--- src/rtl/alu_rs.sv ---
// ALU reservation station: holds dispatched ALU ops until both operands are
// available, snooping three result buses, and issues the lowest ready entry.
module alu_rs #(
    parameter int WORD   = 32,
    parameter int ADDR_W = 5,
    parameter int TAG_W  = 2,
    parameter int OP_W   = 6,
    parameter int DEPTH  = 4
) (
    input  logic              clk,
    input  logic              rst,
    input  logic              rdy,
    input  logic              disp_en,
    input  logic [OP_W-1:0]   disp_op,
    input  logic [ADDR_W-1:0] disp_rd,
    input  logic [WORD-1:0]   disp_datax,
    input  logic [WORD-1:0]   disp_datay,
    input  logic [TAG_W-1:0]  disp_tagx,
    input  logic [TAG_W-1:0]  disp_tagy,
    input  logic [ADDR_W-1:0] disp_addrx,
    input  logic [ADDR_W-1:0] disp_addry,
    input  logic              en_w0,
    input  logic [ADDR_W-1:0] addr_w0,
    input  logic [WORD-1:0]   data_w0,
    input  logic              en_w1,
    input  logic [ADDR_W-1:0] addr_w1,
    input  logic [WORD-1:0]   data_w1,
    input  logic              en_w2,
    input  logic [ADDR_W-1:0] addr_w2,
    input  logic [WORD-1:0]   data_w2,
    output logic              full,
    output logic              iss_valid,
    input  logic              iss_ready,
    output logic [OP_W-1:0]   iss_op,
    output logic [ADDR_W-1:0] iss_rd,
    output logic [WORD-1:0]   iss_x,
    output logic [WORD-1:0]   iss_y
);

    localparam logic [TAG_W-1:0] UNLOCKED   = TAG_W'(0);
    localparam logic [TAG_W-1:0] ALU_MASTER = TAG_W'(1);
    localparam logic [TAG_W-1:0] ALU_SALVER = TAG_W'(2);
    localparam logic [TAG_W-1:0] LOAD_STORE = TAG_W'(3);
    localparam int NBUS  = 3;
    localparam int IDX_W = (DEPTH > 1) ? $clog2(DEPTH) : 1;

    typedef struct packed {
        logic [WORD-1:0]   data;
        logic [TAG_W-1:0]  tag;
        logic [ADDR_W-1:0] addr;
    } operand_t;

    logic [DEPTH-1:0]  busy;
    logic [OP_W-1:0]   op_q [DEPTH];
    logic [ADDR_W-1:0] rd_q [DEPTH];
    operand_t          opx  [DEPTH];
    operand_t          opy  [DEPTH];

    logic [NBUS-1:0]   w_en;
    logic [ADDR_W-1:0] w_addr [NBUS];
    logic [WORD-1:0]   w_data [NBUS];
    logic [TAG_W-1:0]  w_tag  [NBUS];

    logic [DEPTH-1:0]  ready;
    logic [IDX_W-1:0]  free_idx;
    logic [IDX_W-1:0]  sel_idx;
    logic              disp_fire;
    logic              iss_fire;

    assign w_en      = {en_w2, en_w1, en_w0};
    assign w_addr[0] = addr_w0;
    assign w_addr[1] = addr_w1;
    assign w_addr[2] = addr_w2;
    assign w_data[0] = data_w0;
    assign w_data[1] = data_w1;
    assign w_data[2] = data_w2;
    assign w_tag[0]  = ALU_MASTER;
    assign w_tag[1]  = ALU_SALVER;
    assign w_tag[2]  = LOAD_STORE;

    // Register 0 is hardwired zero, so a pending r0 operand resolves at once;
    // otherwise the bus whose producer tag matches supplies the value.
    function automatic operand_t resolve(input operand_t in);
        operand_t r;
        r = in;
        if (in.tag != UNLOCKED) begin
            if (in.addr == '0) begin
                r.tag  = UNLOCKED;
                r.data = '0;
            end else begin
                for (int k = 0; k < NBUS; k++) begin
                    if (w_en[k] && in.tag == w_tag[k] && w_addr[k] == in.addr) begin
                        r.tag  = UNLOCKED;
                        r.data = w_data[k];
                    end
                end
            end
        end
        return r;
    endfunction

    always_comb begin
        free_idx = '0;
        sel_idx  = '0;
        for (int i = DEPTH - 1; i >= 0; i--) begin
            ready[i] = busy[i] && (opx[i].tag == UNLOCKED) && (opy[i].tag == UNLOCKED);
            if (!busy[i]) free_idx = IDX_W'(i);
            if (ready[i]) sel_idx = IDX_W'(i);
        end
    end

    assign full      = &busy;
    assign iss_valid = |ready;
    assign disp_fire = rdy && disp_en && !full;
    assign iss_fire  = rdy && iss_valid && iss_ready;
    assign iss_op    = iss_valid ? op_q[sel_idx]     : '0;
    assign iss_rd    = iss_valid ? rd_q[sel_idx]     : '0;
    assign iss_x     = iss_valid ? opx[sel_idx].data : '0;
    assign iss_y     = iss_valid ? opy[sel_idx].data : '0;

    // The dispatch slot is chosen from the pre-free busy vector, so it never
    // collides with the entry being issued this cycle.
    always_ff @(posedge clk) begin
        if (rst) begin
            busy <= '0;
            for (int i = 0; i < DEPTH; i++) begin
                op_q[i] <= '0;
                rd_q[i] <= '0;
                opx[i]  <= '0;
                opy[i]  <= '0;
            end
        end else if (rdy) begin
            for (int i = 0; i < DEPTH; i++) begin
                if (busy[i]) begin
                    opx[i] <= resolve(opx[i]);
                    opy[i] <= resolve(opy[i]);
                end
            end
            if (iss_fire) busy[sel_idx] <= 1'b0;
            if (disp_fire) begin
                busy[free_idx] <= 1'b1;
                op_q[free_idx] <= disp_op;
                rd_q[free_idx] <= disp_rd;
                opx[free_idx]  <= resolve('{data: disp_datax, tag: disp_tagx, addr: disp_addrx});
                opy[free_idx]  <= resolve('{data: disp_datay, tag: disp_tagy, addr: disp_addry});
            end
        end
    end

endmodule

--- config.mk ---
export PLATFORM = sky130hd
export DESIGN_NAME = alu_rs
export DESIGN_NICKNAME = d
export VERILOG_FILES = /design/src/rtl/alu_rs.sv
export SDC_FILE = /design/constraint.sdc
export NUM_CORES = 1
export LEC_CHECK = 0
export ABC_AREA = 1
export CELL_PAD_IN_SITES_DETAIL_PLACEMENT = 2
export CELL_PAD_IN_SITES_GLOBAL_PLACEMENT = 2
export CORE_UTILIZATION = 29
export DETAILED_ROUTE_END_ITERATION = 8
export PLACE_DENSITY_LB_ADDON = 0.08
export SYNTH_ARGS = -nofsm -noshare
export SYNTH_HDL_FRONTEND = slang
export SYNTH_SLANG_ARGS = --single-unit
export TNS_END_PERCENT = 50
--- constraint.sdc ---
create_clock -name clk -period 3.65 [get_ports clk]
set_input_delay 0.73 -clock clk [delete_from_list [all_inputs] [get_ports clk]]
set_output_delay 0.73 -clock clk [all_outputs]
set_load 0.01 [all_outputs]
# Yosys cells after proc, flatten, opt, wreduce, memory -nomap -nowiden
# Memory sizes are Yosys's and may differ from the RTL's.
# Cells that the tools add are included.
# word_totals
register_bits	4
ram_bits	356
input_bits	208
out_inout_bits	77
wordCells	323
n_memories	4
# classes
magnitude_cmp	4
n_eq_ne	60
mux	136
bitwise_logic	11
reduce_logical	107
# memory_table
name	words	width	read_ports	rd_ports_with_merged_regs	write_ports	line_no	text
opx	4	39	5	0	5	56	operand_t opx [DEPTH];
opy	4	39	5	0	5	57	operand_t opy [DEPTH];
op_q	4	6	1	0	4	54	logic [OP_W-1:0] op_q [DEPTH];
rd_q	4	5	1	0	4	55	logic [ADDR_W-1:0] rd_q [DEPTH];
# op_table
operator	count
$mux W34	80
$mux W39	8
$eq A5 B5 Y1	30
$logic_and A1 B1 Y1	74
$mux W32	2
$logic_not A5 Y1	10
$eq A2 B2 Y1 const B	20
$mux W1	26
$eq A2 B1 Y1 const B	10
$mux W2	10
$reduce_bool A2 Y1	10
$logic_not A2 Y1	8
$mux W4	4
$mux W6	2
$mux W5	2
$or A1 B1 Y1	8
$lt A2 B3 Y1 const B	2
$reduce_or A6 Y1	1
$reduce_or A5 Y1	1
$and A4 B4 Y4	1
$demux W1 S2	2
$ge A2 B1 Y1 const B	2
$not A4 Y4	1
$or A4 B4 Y4	1
3 further kinds	3

# Longest topological paths before layout
# Gate-level depths: netlist of run 1.
# An unclocked memory read counts as a cell.
# depth
word_depth	19
mapped_depth	15
ltp_nobuf	13

# Least setup slack after synthesis of run 1
# No wires, ideal clock.
# synth_path
kind	input port to flip-flop
startpoint	input port addr_w2[3]
endpoint	memory opx[2][10] in the netlist's numbering (enable)
setup_ns	0.436
arrival_ns	3.384
required_ns	3.214
slack_ns	-0.171
cell_stages	8
n_path_buf	1
path_cell_list	buf_4 -> inv_2 -> nor2_1 -> nor4_4 -> nand3_2 -> nand3_1 -> nor2_1 -> a21oi_1
# synth_rtl
element	line_no	text
start: declaration	29	input logic [ADDR_W-1:0] addr_w2,
end: declaration	56	

==> summary.md, run 1 <==
| Metric | Value |
|---|---|
| Outcome | `complete, but fails checks` |
| Failing checks | `negative setup slack` |
| Initial Util | `between 20% and 30%` |
| # fillers | `12100` |
| Final setup viols | `25` |
| Cell Int Power | `around 8.2 mW` |
| Synth area leaders | `edfxtp_1 (36%), nand2_1 (23%), nand4_1 (6.4%)` |
| All-Layer GR Usage | `38.3%` |
| Final #Nets | `5147` |
| Clock net sink count | `360` |
| Worst Path Required | `2.92 ns` |
| Period minus WS final | `3.78 ns` |
| Cell Area, Synth | `0.0301 mm²` |
| Worst path bufs/invs | `6` |
| Yosys top cell area share | `between 30 and 40%` |
| Ports | `about 290` |
| Crit path capture type | `output pin` |
| Worst setup endpoint | `iss_x[0]` |
| Flip-flop and latch count after synthesis | `360` |
| DRC | `0` |
| Num CTS Buffers | `48` |
| Via density | `6.02` |
| Initial antenna violation count | `7` |
| Hold crit path type | `reg2reg` |
| Switching Fraction | `between 30% and 40%` |
| Core area | `between 0.1 and 0.15 mm²` |
| Clock Latency Late Sink | `0.68 ns` |
| DP Cell Count | `6164` |
| Yosys warns | `0` |
| Fraction of registers with async set/reset | `0%` |
| Worst path arrival time | `3.05 ns` |
| DRT antenna net count | `0` |
| Clock buffer depth | `3` |
| Fin crit share | `104%` |
| Peak supply drop | `352 µV` |
| Height of the die | `roughly 320 µm` |
| Post-Synthesis Cells | `about 4700` |
| Area growth syn-to-layout | `28.6%` |
| Worst R2R End | `opx[3][29]` |
| Largest area contributor in the netlist | `edfxtp_1` |
| Worst R2R Path Depth | `11` |
| EDFF count, synth | `356` |
| Main synth FF type | `edfxtp_1` |
| Worst path max stage delay | `0.45 ns` |
| Root Buffer | `clkbuf_16` |
| Depth of the CTS H-tree | `2` |
| Die W | `324 µm` |
| Reg2Reg Setup Slack | `0.85 ns` |
| Synth cell types | `39` |
| Clock share of power | `39.6%` |
| Max-slew violations | `0` |
| Max-Cap Viols | `0` |
| Vias | `38200` |
| Vias in the first global route | `between 30000 and 40000` |
| Avg Synthesized Cell Area | `between 6 and 7 µm²` |
| Comb pwr share | `a little over a fifth` |
| Cell row count | `117` |
| Clk_skew | `between 0.03 and 0.04 ns` |
| Worst slew pin tran | `0.770 ns` |
| Slowest stage cell on the critical path | `edfxtp_1` |
| R2R Path Start | `busy[1]` |
| Switch Pwr | `between 4 and 5 mW` |
| Post-DP HPWL | `133000 µm` |
| Post-route setup slack | `-0.133 ns` |
| Drt total wl | `~210000 µm` |
| Top-count cell post-synth | `nand2_1` |
| Fmax | `around 260 MHz` |
| Crit path max fanout | `5` |
| DRT Pass-1 Iters | `5` |
| Delay-heaviest family, CP | `buffers and inverters` |
| DIE AREA | `0.105 mm²` |
| Port buffer count | `284` |
| First-pass GRT wire length | `approximately 290000 µm` |
| Worst setup startpoint | `opy[3][5]` |
| Syn_nets | `4863` |
| Congestion Overflow GR | `0` |
| Relative slew margins | `48.2%` |
| Starting DRC count in detailed routing | `around 4500` |
| CTS tree | `built` |
| Startpoint class of the critical path | `flop` |
| Cell Chain, Critical Path | `nor2_4, nand3_4, a21oi_4, buf_4, buf_4, buf_12, buf_16, nand3_1, nand2_1, inv_1, a21oi_4, buf_2` |
| Sequential Power Share | `39.4%` |
| Clk pin slew, worst setup/hold paths | `~0.060 ns` |
| Wire per inst | `between 30 and 40 µm` |
| Pwr dens | `319 mW/mm²` |
| Routability Congestion | `0.934` |
| CTS Hold Bufs | `0` |
| Layout cell share with drive strength beyond 1 | `11.8%` |
| LEAKAGE | `18.0 nW` |
| Most frequent cells after synthesis | `nand2_1 (1844), inv_1 (418), edfxtp_1 (356), nand3_1 (317), nand4_1 (307)` |
| CP Class | `reg2out` |
| Largest net degree at the start of global routing | `65` |
| Unrepaired setup endpoints after global routing | `true` |
| Final setup TNS | `-1.34 ns` |
| Final Hold Vio Count | `0` |
| Non-filler cells, final | `6346` |
| Critical path depth | `12` |
| Register area share after synthesis | `35.8%` |
-- metrics by stage --
step | power (mW) | area, µm² | worst slack, ns | utilization, % | hold slack, ns
3_3_place_gp | 7.31 | 35700 | -0.119 | 34.9 | 0.489
3_5_place_dp | 7.35 | 35700 | -0.129 | 34.9 | 0.503
2_1_floorplan | 5.98 | 30100 | -0.144 | - | 0.489
5_1_grt | 12.5 | 38700 | -0.164 | 37.8 | 0.601
6_report | 12.3 | 38700 | -0.133 | 37.8 | 0.582
4_1_cts | 12.2 | 38200 | -0.199 | 37.3 | 0.542
-- cells by family after synthesis --
logic type,after synthesis,synth area share (%)
XOR/XNOR,38,1.11
AND/OR/NAND/NOR,2811,40.1
buffers and inverters,813,11.2
flip-flops,360,35.8
AO/OA/AOI/OAI,633,11.8
-- layer usage --
layer | track usage, % | routed length (µm) | vias to the layer above
met5 | 0 | 45 | -
met3 | 8.31 | 20300 | 512
met4 | 19.0 | 11200 | 6
met1 | 50.7 | 85400 | 19500
met2 | 58.6 | 90400 | 2181
li1 | - | - | 16000
-- power by group through the flow --
stage | sequential, mW | clock [mW] | combinational (mW)
after global placement | 4.92 | 0 | 2.39
after detailed placement | 4.93 | 0 | 2.43
final | 4.85 | 4.88 | 2.59
after global routing | 4.86 | 5.01 | 2.67
after floorplan | 4.88 | 0 | 1.09
after CTS | 4.84 | 4.91 | 2.48
-- state kept, by name, summed over array words and instances (netlist names) --
| signal | flops |
|---|---|
| op_q | 24 |
| busy | 4 |
| opy | 156 |
| opx | 156 |
| rd_q | 20 |
-- how the worst min path moves through the flow --
stage	from	end	slack, ns	cells after the start
floorplan	busy[0]	busy[0]	0.49	2
global placement	busy[2]	busy[2]	0.49	2
detailed placement	busy[2]	busy[2]	0.50	2
CTS	busy[2]	busy[2]	0.54	2
global route	busy[2]	busy[2]	0.60	2
finish	busy[2]	busy[2]	0.58	2
-- layout make-up --
cell class	count	area [µm²]	area share [%]
Clock inverter	30	254	0.657
Tap cell	1368	1710	4.43
Antenna cell	2	5.00	0.0129
Clock buffer	57	1260	3.25
Timing Repair Buffer	602	6420	16.6
Inverter	443	1670	4.33
Sequential cell	360	10800	27.8
Multi-Input combinational cell	3484	16600	42.9
-- worst reg2reg max path, stage by stage (launching register included) --
cell     delay (ns)
dfxtp_1        0.41
buf_4          0.20
nand2_1        0.12
nor2_1         0.27
nor2_1         0.09
inv_1          0.08
nor2_2         0.07
nand2_1        0.31
nand2_1        0.19
nor2_1         0.40
a21oi_4        0.08
buf_4          0.27
-- repair_timing --
item / CTS / global route
gates cloned: 17 / 5
resized for setup: 258 / 107
setup buffers: 40 / 33
pin swaps: 21 / 16
setup endpoints to repair: 75 / 75
-- layout by cell type, fill, tap and decap left out, drive strengths merged, types with 3 or more instances in the layout --
cell           instances
nand2               1847
inv                  444
edfxtp               356
buf                  340
nand3                321
nand4                307
a21oi                289
nor2                 278
clkdlybuf4s50        209
o21ai                154
o211ai                96
clkbuf                80
a31oi                 69
nor3                  38
xor2                  33
clkinv                20
o22ai                 19
nor4                  13
dlymetal6s2s          11
clkdlybuf4s15         11
dlygate4sd2            7
nand3b                 6
xnor2                  5
clkinvlp               5
dfxtp                  4
bufinv                 4
o31ai                  3
Note: power is estimated with default switching activity, not from simulation.
==> inputs of run 2 (changes only) <==
--- a/config.mk
+++ b/config.mk
@@ -8,8 +8,10 @@
 export ABC_AREA = 1
 export CELL_PAD_IN_SITES_DETAIL_PLACEMENT = 2
 export CELL_PAD_IN_SITES_GLOBAL_PLACEMENT = 2
+export CORE_ASPECT_RATIO = 0.5
 export CORE_UTILIZATION = 29
 export DETAILED_ROUTE_END_ITERATION = 8
+export MAX_ROUTING_LAYER = met4
 export PLACE_DENSITY_LB_ADDON = 0.08
 export SYNTH_ARGS = -nofsm -noshare
 export SYNTH_HDL_FRONTEND = slang
==> run 2 against run 1 <==
Against the previous run:
- the flow still finishes with violations (negative setup slack)
- clock skew increased by 0.0019 ns
- via count down 0.36%
- critical endpoint is now iss_y[18]
- sequential share of layout area fell by 0.14 points
- largest power group is now sequential cells
==> summary.md, run 2 (synthesized netlist as in run 1, its figures left out) <==
| Metric | Value |
|---|---|
| CTS tree | `built` |
| Final #Nets | `5161 (+0.27%)` |
| Die W | `457 µm (+41%)` |
| Cell row count | `83 (-29%)` |
| Congestion Overflow GR | `0 (unchanged)` |
| Depth of the CTS H-tree | `2 (unchanged)` |
| Vias | `38100 (-0.36%)` |
| All-Layer GR Usage | `40.3% (+2.0 points)` |
| Outcome | `complete, but fails checks` |
| Layout cell share with drive strength beyond 1 | `12.8% (+0.94 points)` |
| Post-route setup slack | `-0.237 ns (-0.103 ns)` |
| DIE AREA | `0.105 mm² (about the same)` |
| Port buffer count | `284 (unchanged)` |
| Peak supply drop | `274 µV (-22%)` |
| Period minus WS final | `3.89 ns (+0.103 ns)` |
| Startpoint class of the critical path | `flop` |
| Fin crit share | `106% (+2.8 points)` |
| Ports | `285 (unchanged)` |
| Via density | `5.99 (-0.47%)` |
| Relative slew margins | `29.9% (-18 points)` |
| Worst slew pin tran | `1.05 ns (+0.280 ns)` |
| Final setup viols | `69 (+180%)` |
| Max-slew violations | `0 (unchanged)` |
| Sequential standard cell area | `0.0108 mm² (unchanged)` |
| Crit path max fanout | `11 (+6)` |
| Clock Latency Late Sink | `0.66 ns (-0.02 ns)` |
| Root Buffer | `clkbuf_16` |
| Most frequent cells in the layout | `nand2_1 (1832), inv_1 (414), edfxtp_1 (356)` |
| Core area | `0.103 mm² (+0.37%)` |
| Post-layout util | `37.9% (+0.052 points)` |
| Crit path capture type | `output pin` |
| Clock net sink count | `360 (unchanged)` |
| DRT Pass-1 Iters | `6 (+1)` |
| Regs by FF count | `opx x156, opy x156, op_q x24` |
| Hold crit path type | `reg2reg` |
| Worst Path Required | `2.92 ns (about the same)` |
| Multi-input logic area | `0.0167 mm² (+0.48%)` |
| # fillers | `12100 (+0.28%)` |
| Clk pin slew, worst setup/hold paths | `0.07 ns (about the same)` |
| LEAKAGE | `18.2 nW (+0.81%)` |
| Wire per inst | `33.7 µm (+3.0%)` |
| First-pass GRT wire length | `293000 µm (+2.3%)` |
| Most common cell after layout, fill and taps aside | `nand2_1` |
| Initial antenna violation count | `8 (+1)` |
| Starting DRC count in detailed routing | `4378 (-3.3%)` |
| Power Total | `12.3 mW (about the same)` |
| Place WS | `-0.422 ns (-0.293 ns)` |
| Post-DP HPWL | `141000 µm (+6.4%)` |
| Failing checks | `negative setup slack` |
| Fmax | `257 MHz (-2.7%)` |
| Vias in the first global route | `38200 (-0.26%)` |
| DP Cell Count | `6185 (+0.34%)` |
| Area growth syn-to-layout | `29.3%` |
| Final setup TNS | `-4.37 ns (-3.03 ns)` |
| Num CTS Buffers | `41 (-15%)` |
| Routability Congestion | `0.961 (+3.0%)` |
| DRC | `0 (unchanged)` |
| Height of the die | `230 µm (-29%)` |
| Unrepaired setup endpoints after global routing | `true` |
| Initial Util | `29.3% (-0.11 points)` |
| Clk_skew | `0.0393 ns (+0.00185 ns)` |
| Drt total wl | `214000 µm (+3.2%)` |
| Final Hold Vio Count | `0 (unchanged)` |
| CP Class | `reg2out` |
| Largest net degree at the start of global routing | `77 (+18%)` |
| Max-Cap Viols | `0 (unchanged)` |
| Clock buffer depth | `3 (unchanged)` |
| Non-filler cells, final | `6353 (+0.11%)` |
| Worst path arrival time | `3.16 ns (+0.11 ns)` |
| Pwr dens | `317 mW/mm² (-0.42%)` |
| DRT antenna net count | `0 (unchanged)` |
| CTS Hold Bufs | `0 (unchanged)` |
## run 2: cell types whose count changed in the layout (fill, tap and decap cells not counted), moves of 8 or more
cell       change
a21oi_2       +10
buf_2         +16
buf_6          +9
clkinv_1      -10
a21oi_1       -14
buf_12        +20
clkbuf_16      -9
buf_16         -8
## run 2: where the power goes
group          internal (mW)  switching (mW)  leakage, nW
registers               4.74           0.107         3.71
logic                  0.766            1.90         13.7
clock network           2.67            2.16        0.694
total                   8.17            4.17         18.2
## run 2: worst max-delay path, cell delays in order (launching register included)
cell,delay (ns)
edfxtp_1,0.43
nor2_4,0.22
nand3_4,0.16
nand4_1,0.19
buf_6,0.20
buf_12,0.13
nand2_8,0.13
buf_6,0.18
buf_16,0.16
a21oi_2,0.16
o21ai_2,0.08
a21oi_2,0.25
buf_2,0.19
## run 2: per-layer routing
| metal | part of all wire [%] | global-route usage [%] | routed length [µm] | vias up |
|---|---|---|---|---|
| met1 | 44 | 53.7 | 93500 | 19600 |
| met4 | 3.2 | 12.3 | 6880 | 0 |
| li1 | - | - | - | 16100 |
| met5 | 0 | - | 0 | - |
| met2 | 42 | 57.5 | 89500 | 1989 |
| met3 | 11 | 13.1 | 24000 | 419 |
## run 2: final cells by class
| cell class | count | share of cell area (%) |
|---|---|---|
| Sequential cell | 360 | 27.7 |
| Clock inverter | 29 | 1.02 |
| Multi-Input combinational cell | 3485 | 42.9 |
| Clock buffer | 47 | 2.70 |
| Timing Repair Buffer | 622 | 17.0 |
| Tap cell | 1360 | 4.38 |
| Antenna cell | 7 | 0.0451 |
| Inverter | 443 | 4.29 |
## run 2: repair_timing
action	CTS	global route
gates resized for setup	214	199
gates cloned	13	5
setup endpoints to repair	75	76
buffers inserted	45	33
pin swaps	18	35
hold endpoints to repair	0	0
## run 2: worst paths after layout
check | start | endpoint | cells past startpoint | slack, ns
worst max register to register | opx[3][0] | opx[3][15] | 9 | 0.18
worst min-delay path | busy[2] | busy[2] | 2 | 0.55
worst max-delay path | opy[0][5] | iss_y[18] | 12 | -0.24
worst min register to register | busy[2] | busy[2] | 2 | 0.55
## run 2: metrics by stage
| step | instance area (µm²) | hold WS, ns |
|---|---|---|
| after floorplan | 30100 | 0.489 |
| after global placement | 36100 | 0.498 |
| after detailed placement | 36100 | 0.505 |
| after CTS | 38400 | 0.550 |
| after global routing | 38900 | 0.565 |
| final | 38900 | 0.546 |
